### src/rtl/drng_pkg.sv
// Shared types and default constants for the 129-bit LFSR DRNG/post-processor.
package drng_pkg;

  typedef enum logic [2:0] {
    ST_IDLE   = 3'd0,
    ST_SEED   = 3'd1,
    ST_WARMUP = 3'd2,
    ST_CHECK  = 3'd3,
    ST_OUT    = 3'd4
  } drng_state_e;

  localparam logic [1:0] MODE_OFF  = 2'd0;
  localparam logic [1:0] MODE_DRNG = 2'd1;
  localparam logic [1:0] MODE_MIX  = 2'd2;

  localparam int DEF_LFSR_W = 129;
  localparam logic [128:0] DEF_TAPS = (129'd1 << 8'd128) | (129'd1 << 8'd114) |
                                      (129'd1 << 8'd110) | (129'd1 << 8'd100) |
                                      (129'd1 << 8'd43)  | (129'd1 << 8'd41);
  localparam logic [128:0] DEF_SEED = 129'h1_A39A8864_5DF3BECE_074EC5D3_BAF39D18;

  function automatic logic mode_is_on(input logic [1:0] m);
    return (m == MODE_DRNG) || (m == MODE_MIX);
  endfunction

endpackage

### src/rtl/lfsr_core.sv
// Fibonacci LFSR register: seed load, free-running or noise-mixed step,
// and all-zero lock-up recovery (recovery beats load and step).
module lfsr_core
  import drng_pkg::*;
#(
  parameter int                LFSR_W       = DEF_LFSR_W,
  parameter logic [LFSR_W-1:0] TAPS         = DEF_TAPS,
  parameter logic [LFSR_W-1:0] SEED_DEFAULT = DEF_SEED
) (
  input  logic              clk,
  input  logic              rst,
  input  logic              load,
  input  logic [LFSR_W-1:0] load_val,
  input  logic              step,
  input  logic              mix,
  input  logic              noise_bit,
  output logic [LFSR_W-1:0] lfsr_r,
  output logic              zero_s
);

  logic new_bit_s;

  // Feedback bit and all-zero detect.
  always_comb begin
    new_bit_s = (^(lfsr_r & TAPS)) ^ (mix & noise_bit);
    zero_s    = (lfsr_r == {LFSR_W{1'b0}});
  end

  // LFSR state register.
  always_ff @(posedge clk or posedge rst) begin
    if (rst) begin
      lfsr_r <= SEED_DEFAULT;
    end else if (zero_s) begin
      lfsr_r <= SEED_DEFAULT;
    end else if (load) begin
      lfsr_r <= load_val;
    end else if (step) begin
      lfsr_r <= {lfsr_r[LFSR_W-2:0], new_bit_s};
    end
  end

endmodule

### src/rtl/lfsr_drng_gen.sv
// LFSR DRNG/post-processor: seeding handshake, warm-up, repetition check and
// valid/ready word output between the entropy buffer and the RNG FIFO.
module lfsr_drng_gen
  import drng_pkg::*;
#(
  parameter int                LFSR_W       = DEF_LFSR_W,
  parameter int                OUT_W        = 128,
  parameter int                SEED_W       = 256,
  parameter logic [LFSR_W-1:0] TAPS         = DEF_TAPS,
  parameter logic [LFSR_W-1:0] SEED_DEFAULT = DEF_SEED,
  parameter logic [7:0]        WARMUP       = 8'd0
) (
  input  logic              clk,
  input  logic              rst,
  input  logic [1:0]        mode,
  input  logic [15:0]       reseed_limit,
  output logic              seed_req,
  input  logic              seed_vld,
  input  logic [SEED_W-1:0] seed_data,
  input  logic              noise_bit,
  input  logic              noise_vld,
  output logic [OUT_W-1:0]  out_data,
  output logic              out_vld,
  input  logic              out_rdy,
  output logic              rep_err,
  output logic              lockup
);

  localparam logic [7:0]       FIRST_TGT = 8'(int'(WARMUP) + OUT_W);
  localparam logic [7:0]       REP_TGT   = 8'(OUT_W);
  localparam logic [OUT_W-1:0] DEF_WORD  = SEED_DEFAULT[OUT_W-1:0];

  if ((int'(WARMUP) + OUT_W) > 255) begin : g_bad_warmup
    $error("lfsr_drng_gen: WARMUP+OUT_W must fit the 8-bit shift counter");
  end
  if (LFSR_W < OUT_W + 1) begin : g_bad_width
    $error("lfsr_drng_gen: LFSR_W must exceed OUT_W");
  end

  drng_state_e       state_r;
  logic [1:0]        mode_r;
  logic [15:0]       word_cnt_r;
  logic [7:0]        shift_cnt_r;
  logic [7:0]        shift_tgt_r;
  logic [OUT_W-1:0]  prev_r;
  logic              prev_vld_r;
  logic [LFSR_W-1:0] lfsr_s;
  logic              zero_s;
  logic              mode_on_s;
  logic              mode_sw_s;
  logic              run_s;
  logic              load_s;
  logic              step_s;
  logic              mix_s;
  logic [OUT_W-1:0]  word_s;
  logic              unused_lfsr_s;
  logic              unused_seed_s;

  assign unused_lfsr_s = ^lfsr_s[LFSR_W-1:OUT_W];
  if (SEED_W > LFSR_W) begin : g_seed_tail
    assign unused_seed_s = ^seed_data[SEED_W-LFSR_W-1:0];
  end else begin : g_seed_full
    assign unused_seed_s = 1'b0;
  end

  // Mode-change decode and LFSR load/step qualification.
  always_comb begin
    mode_on_s = mode_is_on(mode);
    mode_sw_s = mode_on_s && mode_is_on(mode_r) && (mode != mode_r);
    run_s     = mode_on_s && !mode_sw_s && !zero_s;
    load_s    = run_s && (state_r == ST_SEED) && seed_req && seed_vld;
    step_s    = run_s && (state_r == ST_WARMUP) && ((mode == MODE_DRNG) || noise_vld);
    mix_s     = (mode == MODE_MIX);
    word_s    = lfsr_s[OUT_W-1:0];
  end

  lfsr_core #(
    .LFSR_W      (LFSR_W),
    .TAPS        (TAPS),
    .SEED_DEFAULT(SEED_DEFAULT)
  ) u_core (
    .clk      (clk),
    .rst      (rst),
    .load     (load_s),
    .load_val (seed_data[SEED_W-1 -: LFSR_W]),
    .step     (step_s),
    .mix      (mix_s),
    .noise_bit(noise_bit),
    .lfsr_r   (lfsr_s),
    .zero_s   (zero_s)
  );

  // Control FSM with counters, repetition check and registered outputs.
  always_ff @(posedge clk or posedge rst) begin
    if (rst) begin
      state_r     <= ST_IDLE;
      mode_r      <= MODE_OFF;
      word_cnt_r  <= 16'd0;
      shift_cnt_r <= 8'd0;
      shift_tgt_r <= FIRST_TGT;
      prev_r      <= {OUT_W{1'b0}};
      prev_vld_r  <= 1'b0;
      seed_req    <= 1'b0;
      out_vld     <= 1'b0;
      out_data    <= DEF_WORD;
      rep_err     <= 1'b0;
      lockup      <= 1'b0;
    end else begin
      mode_r  <= mode;
      lockup  <= zero_s;
      rep_err <= 1'b0;
      if (!mode_on_s) begin
        state_r     <= ST_IDLE;
        seed_req    <= 1'b0;
        out_vld     <= 1'b0;
        word_cnt_r  <= 16'd0;
        shift_cnt_r <= 8'd0;
        prev_vld_r  <= 1'b0;
      end else if (mode_sw_s) begin
        state_r     <= ST_SEED;
        seed_req    <= 1'b1;
        out_vld     <= 1'b0;
        shift_cnt_r <= 8'd0;
      end else if (!zero_s) begin
        // A lock-up reload cycle freezes all progress below.
        case (state_r)
          ST_IDLE: begin
            state_r  <= ST_SEED;
            seed_req <= 1'b1;
          end
          ST_SEED: begin
            if (load_s) begin
              seed_req    <= 1'b0;
              word_cnt_r  <= 16'd0;
              shift_cnt_r <= 8'd0;
              shift_tgt_r <= FIRST_TGT;
              state_r     <= ST_WARMUP;
            end
          end
          ST_WARMUP: begin
            if (step_s) begin
              if (shift_cnt_r + 8'd1 == shift_tgt_r) begin
                shift_cnt_r <= 8'd0;
                state_r     <= ST_CHECK;
              end else begin
                shift_cnt_r <= shift_cnt_r + 8'd1;
              end
            end
          end
          ST_CHECK: begin
            if (prev_vld_r && (word_s == prev_r)) begin
              rep_err     <= 1'b1;
              shift_cnt_r <= 8'd0;
              shift_tgt_r <= REP_TGT;
              state_r     <= ST_WARMUP;
            end else begin
              out_data <= word_s;
              out_vld  <= 1'b1;
              state_r  <= ST_OUT;
            end
          end
          ST_OUT: begin
            if (out_rdy) begin
              prev_r      <= out_data;
              prev_vld_r  <= 1'b1;
              out_vld     <= 1'b0;
              shift_cnt_r <= 8'd0;
              shift_tgt_r <= REP_TGT;
              if (word_cnt_r != 16'hFFFF) begin
                word_cnt_r <= word_cnt_r + 16'd1;
              end
              if ((reseed_limit != 16'd0) && (word_cnt_r + 16'd1 == reseed_limit)) begin
                state_r  <= ST_SEED;
                seed_req <= 1'b1;
              end else begin
                state_r <= ST_WARMUP;
              end
            end
          end
          default: begin
            state_r <= ST_IDLE;
          end
        endcase
      end
    end
  end

endmodule

### config.mk
export PLATFORM = sky130hd
export DESIGN_NAME = lfsr_drng_gen
export DESIGN_NICKNAME = d
export VERILOG_FILES = /design/src/rtl/drng_pkg.sv /design/src/rtl/lfsr_core.sv /design/src/rtl/lfsr_drng_gen.sv
export SDC_FILE = /design/constraint.sdc
export NUM_CORES = 1
export LEC_CHECK = 0
export BUFFER_PORTS_ARGS = -buffer_cell sky130_fd_sc_hd__buf_2
export CAP_MARGIN = 40
export CORE_ASPECT_RATIO = 0.7
export CORE_MARGIN = 2
export CORE_UTILIZATION = 48
export DETAILED_ROUTE_END_ITERATION = 16
export PLACE_DENSITY = 0.77
export SYNTH_ARGS = -nofsm -noshare
export SYNTH_HDL_FRONTEND = slang
export SYNTH_SLANG_ARGS = --single-unit
### constraint.sdc
create_clock -name clk -period 11.3 [get_ports clk]
set_clock_uncertainty 0.05 [all_clocks]
set_input_delay 0 -clock clk [delete_from_list [all_inputs] [get_ports clk]]
set_output_delay 0 -clock clk [all_outputs]
set_load 0.005 [all_outputs]
# Word level (Yosys, flattened, before mapping)
# Cells that the tools add are included.
# totals
word_cells,142
out_inout_bits,132
input_bits,280
reg_bits,427
# classes
add_sub_neg,2
eq_ne,35
bitwise_logic,5
muxes,56
reduce_logical,31
# op_table
operator,n
129-bit two-way mux,3
129-bit zero test,1
129-bit parity,1
128-bit equality test,1
16-bit two-way mux,6
8-bit two-way mux,11
16-bit one-hot mux with 2 select lines,1
8-bit one-hot mux with 4 select lines,1
3-bit two-way mux,8
"4-bit != test, second input constant",6
8-bit one-hot mux with 3 select lines,1
1-bit two-way mux,21
5-bit AND reduction,4
"16-bit by 1-bit adder with 16-bit output, second input constant",1
16-bit equality test,1
"16-bit != test, second input constant",1
16-bit nonzero test,1
3-bit one-hot mux with 5 select lines,1
"2-bit != test, second input constant",6
6-bit AND reduction,2
1-bit logical AND,11
"3-bit != test, second input constant",3
"8-bit by 1-bit adder with 8-bit output, second input constant",1
8-bit equality test,1
other kinds (25),35

# Logic depth before layout (Yosys ltp)
# Gate-level depths: netlist of run 1.
# depth
depth_word,15
mapped_depth,12

# Modules after synthesis
# Synthesis of run 1 repeated with hierarchy kept, for this count alone.
# hier_totals
hier_cells,1826
area_unflattened_um2,21132.8
# by_module_without_submodules
module,area_each_um2,cells_each,n_inst
lfsr_drng_gen,14177.3,1147,1
lfsr_core,6955.4,679,1

# Worst setup path after synthesis of run 1
# OpenSTA, ideal clock, no wires.
# synth_path
path_kind,reg-to-reg
startpoint,register u_core.lfsr_r[49]
endpoint,register out_data[30]
required_ns,11.123
arrival_time_ns,2.663
synth_period_minus_slack_ns,2.841
path_stages_with_launch,10
setup_slack_ns,8.459
path_cell_list,dfstp_2 > inv_1 > a2111o_1 > nor4_1 > nand4_1 > or4_1 > nand4b_2 > buf_4 > buf_6 > mux2_1
# synth_via
elab_chain_cells,4
elab_cells_between_ends,6
cone_classes,eq/ne (1); bitwise (2); reduce/logical (3)
# synth_rtl
element,line,rtl
start: declaration,lfsr_core.sv:17,"output logic [LFSR_W-1:0] lfsr_r,"
start signal: assignment,lfsr_core.sv:36,lfsr_r <= load_val;
start signal: assignment,lfsr_core.sv:38,"lfsr_r <= {lfsr_r[LFSR_W-2:0], new_bit_s};"
128-bit equality test,lfsr_drng_gen.sv:151,if (prev_vld_r && (word_s == prev_r)) begin
1-bit logical AND,lfsr_drng_gen.sv:151,
1-bit NOT (no source line),-,
5-bit AND reduction (no source line) *,-,
end signal: assignment,lfsr_drng_gen.sv:157,out_data <= word_s;
end: declaration,lfsr_drng_gen.sv:22,"output logic [OUT_W-1:0] out_data,"
# Mark *: on every way between the ends. The rest lies on a longest branch, timed or not.
# A chain may end at the register's enable or synchronous reset.

# Final worst setup path of run 1
# layout_path
startpoint,register u_core.lfsr_r[122]
endpoint,register out_data[122]
# layout_via
elab_chain_cells,4
elab_cells_between_ends,6
cone_classes,eq/ne (1); bitwise (2); reduce/logical (3)
# layout_rtl
element,line
128-bit equality test,lfsr_drng_gen.sv:151
1-bit logical AND,lfsr_drng_gen.sv:151
1-bit NOT (no source line),-
5-bit AND reduction (no source line),-
# Several ways; a longest one is shown, not always the timed one.

==> results of run 1 <==
cells by family after synthesis:
kind of cell / synth area share [%]
fa+ha+maj: 0.2469
buf+inv: 3.623
xor+xnor: 4.579
mux: 20.05
flops: 52.58
compound gates: 9.196
simple gates: 9.733
state kept, by name, summed over array words and instances (netlist names):
register       cells
out_data         128
rep_err            1
u_core.lfsr_r    129
lockup             1
state_r            3
out_vld            1
seed_req           1
shift_cnt_r        8
word_cnt_r        16
prev_r           128
prev_vld_r         1
mode_r             2
power by group:
group,total [mW],switching [mW],internal [mW]
registers,2.78,0.669,2.11
clock network,1.54,0.601,0.938
logic,1.52,0.808,0.709
total,5.83,2.08,3.75
routing by layer:
layer | part of all wire (%) | up-vias | track usage (%)
li1 | - | 7099 | -
met1 | 43 | 8262 | 42.75
met2 | 44 | 752 | 45.96
met3 | 9.6 | 119 | 8.507
met4 | 3.6 | 2 | 10.47
met5 | 0.019 | - | 0
tightest hold or removal path, delay by kind of cell:
kind | cells | cell delay [ps]
AND/OR/NAND/NOR | 3 | 440
buffers and inverters | 1 | 100
AO/OA/AOI/OAI | 1 | 70
cells in the final DEF (no fill, tap or decap), drive strengths merged, types with 39 or more instances in the layout:
cell type    count
dfrtp          280
xnor2           86
buf            310
dfstp          139
dlygate4sd3    134
nor4            53
inv             44
mux2i          118
a31oi           79
mux2           256
clkbuf          62
a21oi           88
nor2           161
nand4           39
worst paths after layout:
check                                    from        endpoint  slack [ps]  cells after the start
max reg2reg                u_core.lfsr_r[122]   out_data[122]        6950                      9
max                        u_core.lfsr_r[122]   out_data[122]        6950                      9
max in group asynchronous                 rst    out_data[76]        9440                      6
min reg2reg                       prev_r[123]     prev_r[123]         460                      1
min                                 noise_vld  shift_cnt_r[1]          70                      5
min in group asynchronous                 rst      prev_r[12]         210                      4
cell type report:
class	count	area share (%)
multi-input cells	1168	35.47
inverters	44	0.6714
well taps	544	2.706
diodes	2	0.01989
clock buffers	62	5.033
clock inverters	14	1.044
repair buffers	446	12.69
flip-flops and latches	419	42.37
what timing repair did:
action / CTS / global route
hold buffers: 134 / 0
hold endpoints to repair: 254 / 0
endpoints found under the setup margin: 0 / 0
stage by stage:
stage | instances | worst slack, ps
after floorplan | 1737 | 5712
after global placement | 2474 | 6404
after detailed placement | 2487 | 7085
after CTS | 2697 | 7076
after global routing | 2699 | 6898
final | 2699 | 6952
==> impl_metrics.env, run 1 <==
export IMPL_worstSetupPathType="reg -> reg"
export IMPL_postRouteAntennaNets=0
export IMPL_ys_warn_count=0
export IMPL_nets=2405
export IMPL_hold_violations=0
export IMPL_grt_start_max_net_pins=181
export IMPL_multi_input_area_um2=8924
export IMPL_end_kind="flip-flop"
export IMPL_root_buffer="clkbuf_16"
export IMPL_worst_hold_slack_ps=68.42
export IMPL_slew_headroom_pct=31.00
export IMPL_overflow=0
export IMPL_setup_viol=0
export IMPL_netlist_area_leader_share_pct=34.56
export IMPL_antenna_found_initial=3
export IMPL_path_delay_family="simple AND/OR/NAND/NOR gates"
export IMPL_yosysUniqueCellTypes=61
export IMPL_seq_area_um2=10660
export IMPL_syn_to_final_growth_pct=24.09
export IMPL_cts_buffers=42
export IMPL_cts_setup_buffers=0
export IMPL_syn_inst=1737
export IMPL_grt_usage_pct=30.57
export IMPL_vias=16230
export IMPL_vias_per_cell=6.015
export IMPL_final_min_clock_period_ps=4348
export IMPL_die_x_um=249.6
export IMPL_yosys_most_used_dff="dfrtp_1"
export IMPL_fp_dieH_um=175.9
export IMPL_rsz0062_at_grt="no"
export IMPL_cts_num_sinks=419
export IMPL_clk_latency_ps=550
export IMPL_grt_pass1_wl_um=101800
export IMPL_crit_path_top_delay_cell="or4_1"
export IMPL_start_kind="flip-flop"
export IMPL_fill_cells=3210
export IMPL_final_core_util_pct=60.85
export IMPL_dr_pass1_iters=5
export IMPL_clkSlewWorstSetupHoldPaths_ps=70
export IMPL_wl_um=67450
export IMPL_syn_cell_area_um2=20270
export IMPL_ios=412
export IMPL_dpl_hpwl_um=47320
export IMPL_drv_cap=0
export IMPL_final_cell_area_um2=25160
export IMPL_gp_congestion=0.9403
export IMPL_tritoncts="yes"
export IMPL_crit_path_frequent_cell="nand4_1"
export IMPL_syn_nets=2021
export IMPL_io_buffers=284
export IMPL_fin_total_pwr_mw=5.834
export IMPL_critPathMaxFanout=43
export IMPL_finalMaxSlewViolations=0
export IMPL_rows=62
export IMPL_max_vdd_ir_drop_mv=0.1154
export IMPL_p_per_area_nw_per_um2=231.9
export IMPL_grt_pass1_vias=16280
export IMPL_cts_resized=0
export IMPL_drt_initial_drc_count=1529
export IMPL_worst_slew_pin_slew_ps=1035
export IMPL_netlist_top_cells_area="dfrtp_1 35%, dfstp_2 18%, mux2_2 7.7%"
export IMPL_coreArea_um2=41350
export IMPL_synth_edf_count=0
export IMPL_dieArea_um2=43920
export IMPL_post_drt_wl_per_cell_um=24.99
export IMPL_netlist_top_cells_count="280 x dfrtp_1, 161 x nor2_1, 139 x dfstp_2, 138 x mux2_2"
export IMPL_cp_arrival_ps=4730
export IMPL_layout_drive_gt1_share_pct=31.26
export IMPL_status="finished clean"
export IMPL_cts_path_max_buffers=3
export IMPL_place_area_um2=22280
export IMPL_htreeDepth=2
export IMPL_finalCritPeriodShare_pct=38.47
export IMPL_cp_num_buf_inv=2
export IMPL_yosysSeqAreaShare_pct=52.58
export IMPL_worstPathRequired_ps=11680
export IMPL_start_util_pct=49.03
export IMPL_fmax_mhz=230.0
export IMPL_crit_path_max_incr_delay_ps=820
export IMPL_drc=0
export IMPL_p_leak_nw=11.07
export IMPL_setup_tns_final_ps=0
export IMPL_yosys_area_top_type="dfrtp_1"
export IMPL_path_cells="xnor2_1, nand4_1, nor4_1, nand4_1, or4_1, nand4b_4, buf_4, buf_16, mux2_1"
export IMPL_avgSynthCellArea_um2=11.67
export IMPL_async_flop_share_pct=100.0
export IMPL_synth_most_common_cell="dfrtp_1"
export IMPL_synth_seq_cells=419
export IMPL_hp_class="in -> reg"
Power figures use the tool's default switching activity.
==> run 2, diff against run 1 <==
Settings changed: ABC_AREA set to 1, PLACE_DENSITY 0.77 to 0.74.
Clock period 11.3 ns to 4.1 ns, I/O delays scaled along.
==> run 2 against run 1 <==
Effect of this change:
- register-to-register slack lost 6200 ps
- synthesized area grew 7.9%
- total power grew to 3.5 times the previous value
- cell count grew 41%
- critical path depth grew 1
- setup slack lost 6200 ps
- non-clock buffer count grew 9
- fmax grew 29%
- via count grew 32%
- sequential power grew to 2.9 times the previous value
- sequential share of layout area shrank 2.4 points
- clock power grew to 2.7 times the previous value
- critical endpoint is now out_data[54]
- largest cell class unchanged
==> impl_metrics.env, run 2 <==
export IMPL_pre_cts_ws_ps=909.2
export IMPL_fmax_mhz=295.6
export IMPL_drc=0
export IMPL_worst_slack_ps=716.8
export IMPL_drt_initial_drc_count=2862
export IMPL_root_buffer="clkbuf_16"
export IMPL_worstPathRequired_ps=4510
export IMPL_layout_common_cells="801 x nand2_1, 321 x nor2_1, 284 x buf_2"
export IMPL_top_regs="u_core.lfsr_r x129, out_data x128, prev_r x128"
export IMPL_start_util_pct=48.56
export IMPL_io_buffers=284
export IMPL_cts_resized=0
export IMPL_hold_violations=0
export IMPL_yosys_area_top_type="dfrtp_1"
export IMPL_cts_setup_buffers=0
export IMPL_start_kind="flip-flop"
export IMPL_rsz0062_at_grt="no"
export IMPL_setup_tns_final_ps=0
export IMPL_p_leak_nw=13.30
export IMPL_synth_seq_cells=419
export IMPL_syn_to_final_growth_pct=22.01
export IMPL_dr_pass1_iters=5
export IMPL_syn_cell_area_um2=21880
export IMPL_cts_path_max_buffers=3
export IMPL_postRouteAntennaNets=0
export IMPL_clk_latency_ps=560
export IMPL_fin_total_pwr_mw=20.45
export IMPL_hp_class="in -> reg"
export IMPL_p_per_area_nw_per_um2=766.1
export IMPL_yosysUniqueCellTypes=45
export IMPL_vias_per_cell=5.646
export IMPL_grt_usage_pct=33.12
export IMPL_dpl_hpwl_um=56550
export IMPL_antenna_found_initial=1
export IMPL_fp_dieH_um=182.6
export IMPL_htreeDepth=2
export IMPL_die_x_um=259.2
export IMPL_worst_hold_slack_ps=63.77
export IMPL_ys_warn_count=0
export IMPL_nets=3447
export IMPL_vias=21460
export IMPL_clkSlewWorstSetupHoldPaths_ps=60
export IMPL_slew_headroom_pct=36.68
export IMPL_netlist_area_leader_share_pct=32.03
export IMPL_setup_viol=0
export IMPL_rows=65
export IMPL_cts_num_sinks=419
export IMPL_synth_edf_count=0
export IMPL_layout_drive_gt1_share_pct=21.06
export IMPL_yosysSeqAreaShare_pct=48.72
export IMPL_coreArea_um2=45060
export IMPL_syn_inst=2782
export IMPL_overflow=0
export IMPL_gp_congestion=0.9802
export IMPL_yosys_most_used_dff="dfrtp_1"
export IMPL_final_common_cell="nand2_1"
export IMPL_post_drt_wl_per_cell_um=20.66
export IMPL_final_min_clock_period_ps=3383
export IMPL_grt_start_max_net_pins=137
export IMPL_drv_cap=0
export IMPL_syn_nets=3066
export IMPL_finalCritPeriodShare_pct=82.52
export IMPL_max_vdd_ir_drop_mv=0.3464
export IMPL_tritoncts="yes"
export IMPL_dieArea_um2=47330
export IMPL_cp_arrival_ps=3790
export IMPL_netlist_top_cells_count="801 x nand2_1, 321 x nor2_1, 280 x dfrtp_1, 261 x inv_1, 230 x o21ai_0"
export IMPL_largest_register="u_core.lfsr_r"
export IMPL_synth_most_common_cell="nand2_1"
export IMPL_grt_pass1_vias=20240
export IMPL_status="finished clean"
export IMPL_grt_pass1_wl_um=120100
export IMPL_worstSetupPathType="reg -> reg"
export IMPL_avgSynthCellArea_um2=7.864
export IMPL_end_kind="flip-flop"
export IMPL_critPathMaxFanout=62
export IMPL_cts_buffers=44
export IMPL_largest_register_ffs=129
export IMPL_ios=412
export IMPL_wl_um=78490
export IMPL_worst_slew_pin_slew_ps=949.8
export IMPL_async_flop_share_pct=100.0
export IMPL_finalMaxSlewViolations=0
export IMPL_netlist_top_cells_area="dfrtp_1 32%, dfstp_2 17%, nand2_1 14%"
run 2: cell count changes in the layout (fill, tap and decap cells not counted), moves of 138 or more:
cell and delta:
inv_1 +218, nand2_1 +766, nor2_1 +161, mux2_2 -138, o21ai_0 +200
run 2: cell type report:
class | count | area, µm²
fillers | 4005 | 18360
clock inverters | 14 | 138.9
well taps | 603 | 754.5
flip-flops and latches | 419 | 10660
diodes | 1 | 2.502
repair buffers | 455 | 3203
clock buffers | 65 | 1321
multi-input cells | 1953 | 9523
inverters | 290 | 1092
run 2: metal layers:
metal,global-route usage (%),wire length (µm),vias to the layer above
met3,6.944,8750,200
met5,0,0,-
met2,49.29,33720,1216
li1,-,-,9764
met1,48.07,33070,10280
met4,11.17,2952,0
run 2: worst max-delay path: stages, from the launching register on:
cell	delay, ps
dfrtp_1	390
xnor2_1	670
nand3_1	150
nor2_1	110
nand2_1	70
nor2_1	260
nand3_1	280
nand3_4	600
buf_4	440
nand2_1	80
o21ai_0	120
run 2: path summary, 6_finish.rpt:
kind | startpoint | endpoint | slack [ps] | cells after the start
setup / recovery | prev_r[48] | out_data[54] | 720 | 10
max in group asynchronous | rst | u_core.lfsr_r[35] | 2300 | 5
min in group asynchronous | rst | word_cnt_r[6] | 530 | 4
hold reg to reg | out_vld | out_vld | 420 | 2
setup reg to reg | prev_r[48] | out_data[54] | 720 | 10
hold / removal | seed_vld | u_core.lfsr_r[89] | 60 | 6
run 2: what timing repair did:
item,4_1_cts,5_1_grt
endpoints found under the setup margin,0,0
endpoints found under the hold margin,211,0
hold buffers,136,0
run 2: where the power goes:
part	switching [mW]	internal, mW
clock	1.75	2.36
sequential	1.68	6.40
combinational	5.38	2.88
run 2: per-stage QoR:
step	instance area (µm²)	instances	utilization (%)
5_1_grt	26690	3799	59.24
6_report	26690	3800	59.25
4_1_cts	26690	3799	59.24
3_3_place_gp	23820	3582	52.87
3_5_place_dp	23870	3584	52.98
2_1_floorplan	21880	2782	-
run 2: cells by family (layout without fill, tap and decap cells):
kind of cell / count (synthesis) / count (layout) / share of synthesized area [%]
buffers and inverters: 410 / 824 / 7.943
other: 0 / 1 / 0
XOR/XNOR: 56 / 56 / 2.368
AO/OA/AOI/OAI: 524 / 524 / 15.03
AND/OR/NAND/NOR: 1369 / 1369 / 25.71
flip-flops: 419 / 419 / 48.72
adder cells (fa/ha/maj): 4 / 4 / 0.2288
==> run 3, diff against run 2 <==
Settings changed: ABC_AREA 1 to 0, PLACE_DENSITY 0.74 to 0.77.
Clock period 4.1 ns to 2.7 ns, I/O delays scaled along.
==> run 3 against run 2 <==
Effect of this change:
- the run now ends with setup timing left
- setup slack worse by 1300 ps
- sequential cell count stayed put
- clock power grew 41%
- utilization rose by 17 points
- largest cell class is now multi-input gates
==> impl_metrics.env, run 3 (synthesized netlist as in run 1, its figures left out) <==
export IMPL_status="finished with violations"
export IMPL_violations="setup timing"
export IMPL_post_drt_wl_per_cell_um=30.11
export IMPL_grt_pass1_vias=18490
export IMPL_start_kind="flip-flop"
export IMPL_worst_slew_pin_slew_ps=762.7
export IMPL_p_leak_nw=14.69
export IMPL_die_x_um=249.6
export IMPL_ios=412
export IMPL_worstSetupPathType="reg -> reg"
export IMPL_final_min_clock_period_ps=3249
export IMPL_postRouteAntennaNets=0
export IMPL_vias_per_cell=6.398
export IMPL_grt_start_max_net_pins=59
export IMPL_p_per_area_nw_per_um2=933.5
export IMPL_start_util_pct=49.03
export IMPL_gp_congestion=1.021
export IMPL_final_common_cell="buf_4"
export IMPL_end_kind="flip-flop"
export IMPL_dieArea_um2=43920
export IMPL_rows=62
export IMPL_grt_usage_pct=36.90
export IMPL_hold_path_startpoint="noise_vld"
export IMPL_top_regs="u_core.lfsr_r x129, out_data x128, prev_r x128"
export IMPL_r2r_slack_ps=-550
export IMPL_drc=0
export IMPL_fmax_mhz=307.8
export IMPL_worst_slack_ps=-549.3
export IMPL_io_buffers=284
export IMPL_dpl_hpwl_um=58060
export IMPL_rsz0062_at_grt="yes"
export IMPL_cts_path_max_buffers=3
export IMPL_coreArea_um2=41350
export IMPL_layout_drive_gt1_share_pct=52.34
export IMPL_htreeDepth=2
export IMPL_drv_cap=0
export IMPL_overflow=0
export IMPL_finalMaxSlewViolations=0
export IMPL_root_buffer="clkbuf_16"
export IMPL_clkSlewWorstSetupHoldPaths_ps=60
export IMPL_min_delay_path_depth=5
export IMPL_layout_common_cells="306 x buf_4, 285 x buf_2, 277 x dfrtp_1"
export IMPL_fin_total_pwr_mw=29.29
export IMPL_cts_num_sinks=419
export IMPL_fp_dieH_um=175.9
export IMPL_hold_path_endpoint="shift_cnt_r[1]"
export IMPL_r2r_start="prev_r[88]"
export IMPL_syn_to_final_growth_pct=54.77
export IMPL_setup_viol=415
export IMPL_max_vdd_ir_drop_mv=0.6836
export IMPL_nets=2835
export IMPL_slew_headroom_pct=49.05
export IMPL_cts_buffers=41
export IMPL_drt_initial_drc_count=2607
export IMPL_cp_arrival_ps=3640
export IMPL_ff2ff_path_depth=10
export IMPL_dr_pass1_iters=6
export IMPL_finalCritPeriodShare_pct=120.3
export IMPL_hp_class="in -> reg"
export IMPL_hold_violations=0
export IMPL_clk_latency_ps=590
export IMPL_wl_um=94130
export IMPL_worstPathRequired_ps=3090
export IMPL_rr_endpoint="out_data[123]"
export IMPL_vias=20000
export IMPL_critPathMaxFanout=10
export IMPL_grt_pass1_wl_um=121200
export IMPL_antenna_found_initial=3
export IMPL_largest_register="u_core.lfsr_r"
export IMPL_largest_register_ffs=129
export IMPL_worst_hold_slack_ps=32.35
export IMPL_tritoncts="yes"
[run 3: power breakdown]
| group | switching (mW) | internal [mW] | total (mW) |
|---|---|---|---|
| Combinational | 6.37 | 6.05 | 12.4 |
| Clock | 2.65 | 3.15 | 5.80 |
| Sequential | 2.26 | 8.81 | 11.1 |
| Total | 11.3 | 18.0 | 29.3 |
[run 3: area by class of cell]
type / instances / area [µm²]
diodes: 1 / 2.502
clock buffers: 68 / 1247
clock inverters: 5 / 28.78
fillers: 2331 / 9971
inverters: 44 / 171.4
multi-input cells: 1169 / 10740
flip-flops and latches: 419 / 10660
well taps: 544 / 680.7
repair buffers: 876 / 7844
[run 3: worst max path at each step]
stage | slack, ps | depth (start not counted) | start | to
final | -550 | 10 | prev_r[88] | out_data[123]
after global routing | -630 | 11 | u_core.lfsr_r[24] | out_data[123]
after CTS | -360 | 11 | u_core.lfsr_r[81] | out_data[14]
after detailed placement | -830 | 11 | u_core.lfsr_r[122] | out_data[18]
after global placement | -810 | 13 | u_core.lfsr_r[122] | u_core.lfsr_r[79]
after floorplan | -2890 | 1 | rst | lockup
[run 3: worst max-delay path, cell delays in order, from the launching register on]
cell and delay [ps]:
dfrtp_1 410, xnor2_1 410, nand4_1 270, nor4_1 260
buf_4 170, nand4_1 110, or4_4 560, nand4b_4 150
buf_12 210, buf_16 190, mux2_4 320
[run 3: through the flow]
step	utilization, %	instance area, µm²	worst slack, ps	TNS (ps)	instances
2_1_floorplan	-	20810	-2888	-1004030	1737
3_3_place_gp	61.47	25420	-812.7	-276350	2814
3_5_place_dp	61.52	25440	-834.4	-283830	2815
4_1_cts	70.03	28950	-358.7	-96600	3052
5_1_grt	75.88	31370	-633.8	-199400	3125
6_report	75.89	31380	-549.3	-179900	3126
[run 3: per-layer routing]
metal	track usage (%)	wire, µm
met2	54.81	40710
met4	11.04	4902
met1	53.74	36080
met3	8.846	12410
met5	0	24
[run 3: what timing repair did]
action	CTS	global route
setup buffers	17	51
gates cloned	15	27
hold buffers	134	0
hold endpoints to repair	180	0
setup endpoints to repair	417	415
resized for setup	71	377
pin swaps	11	22
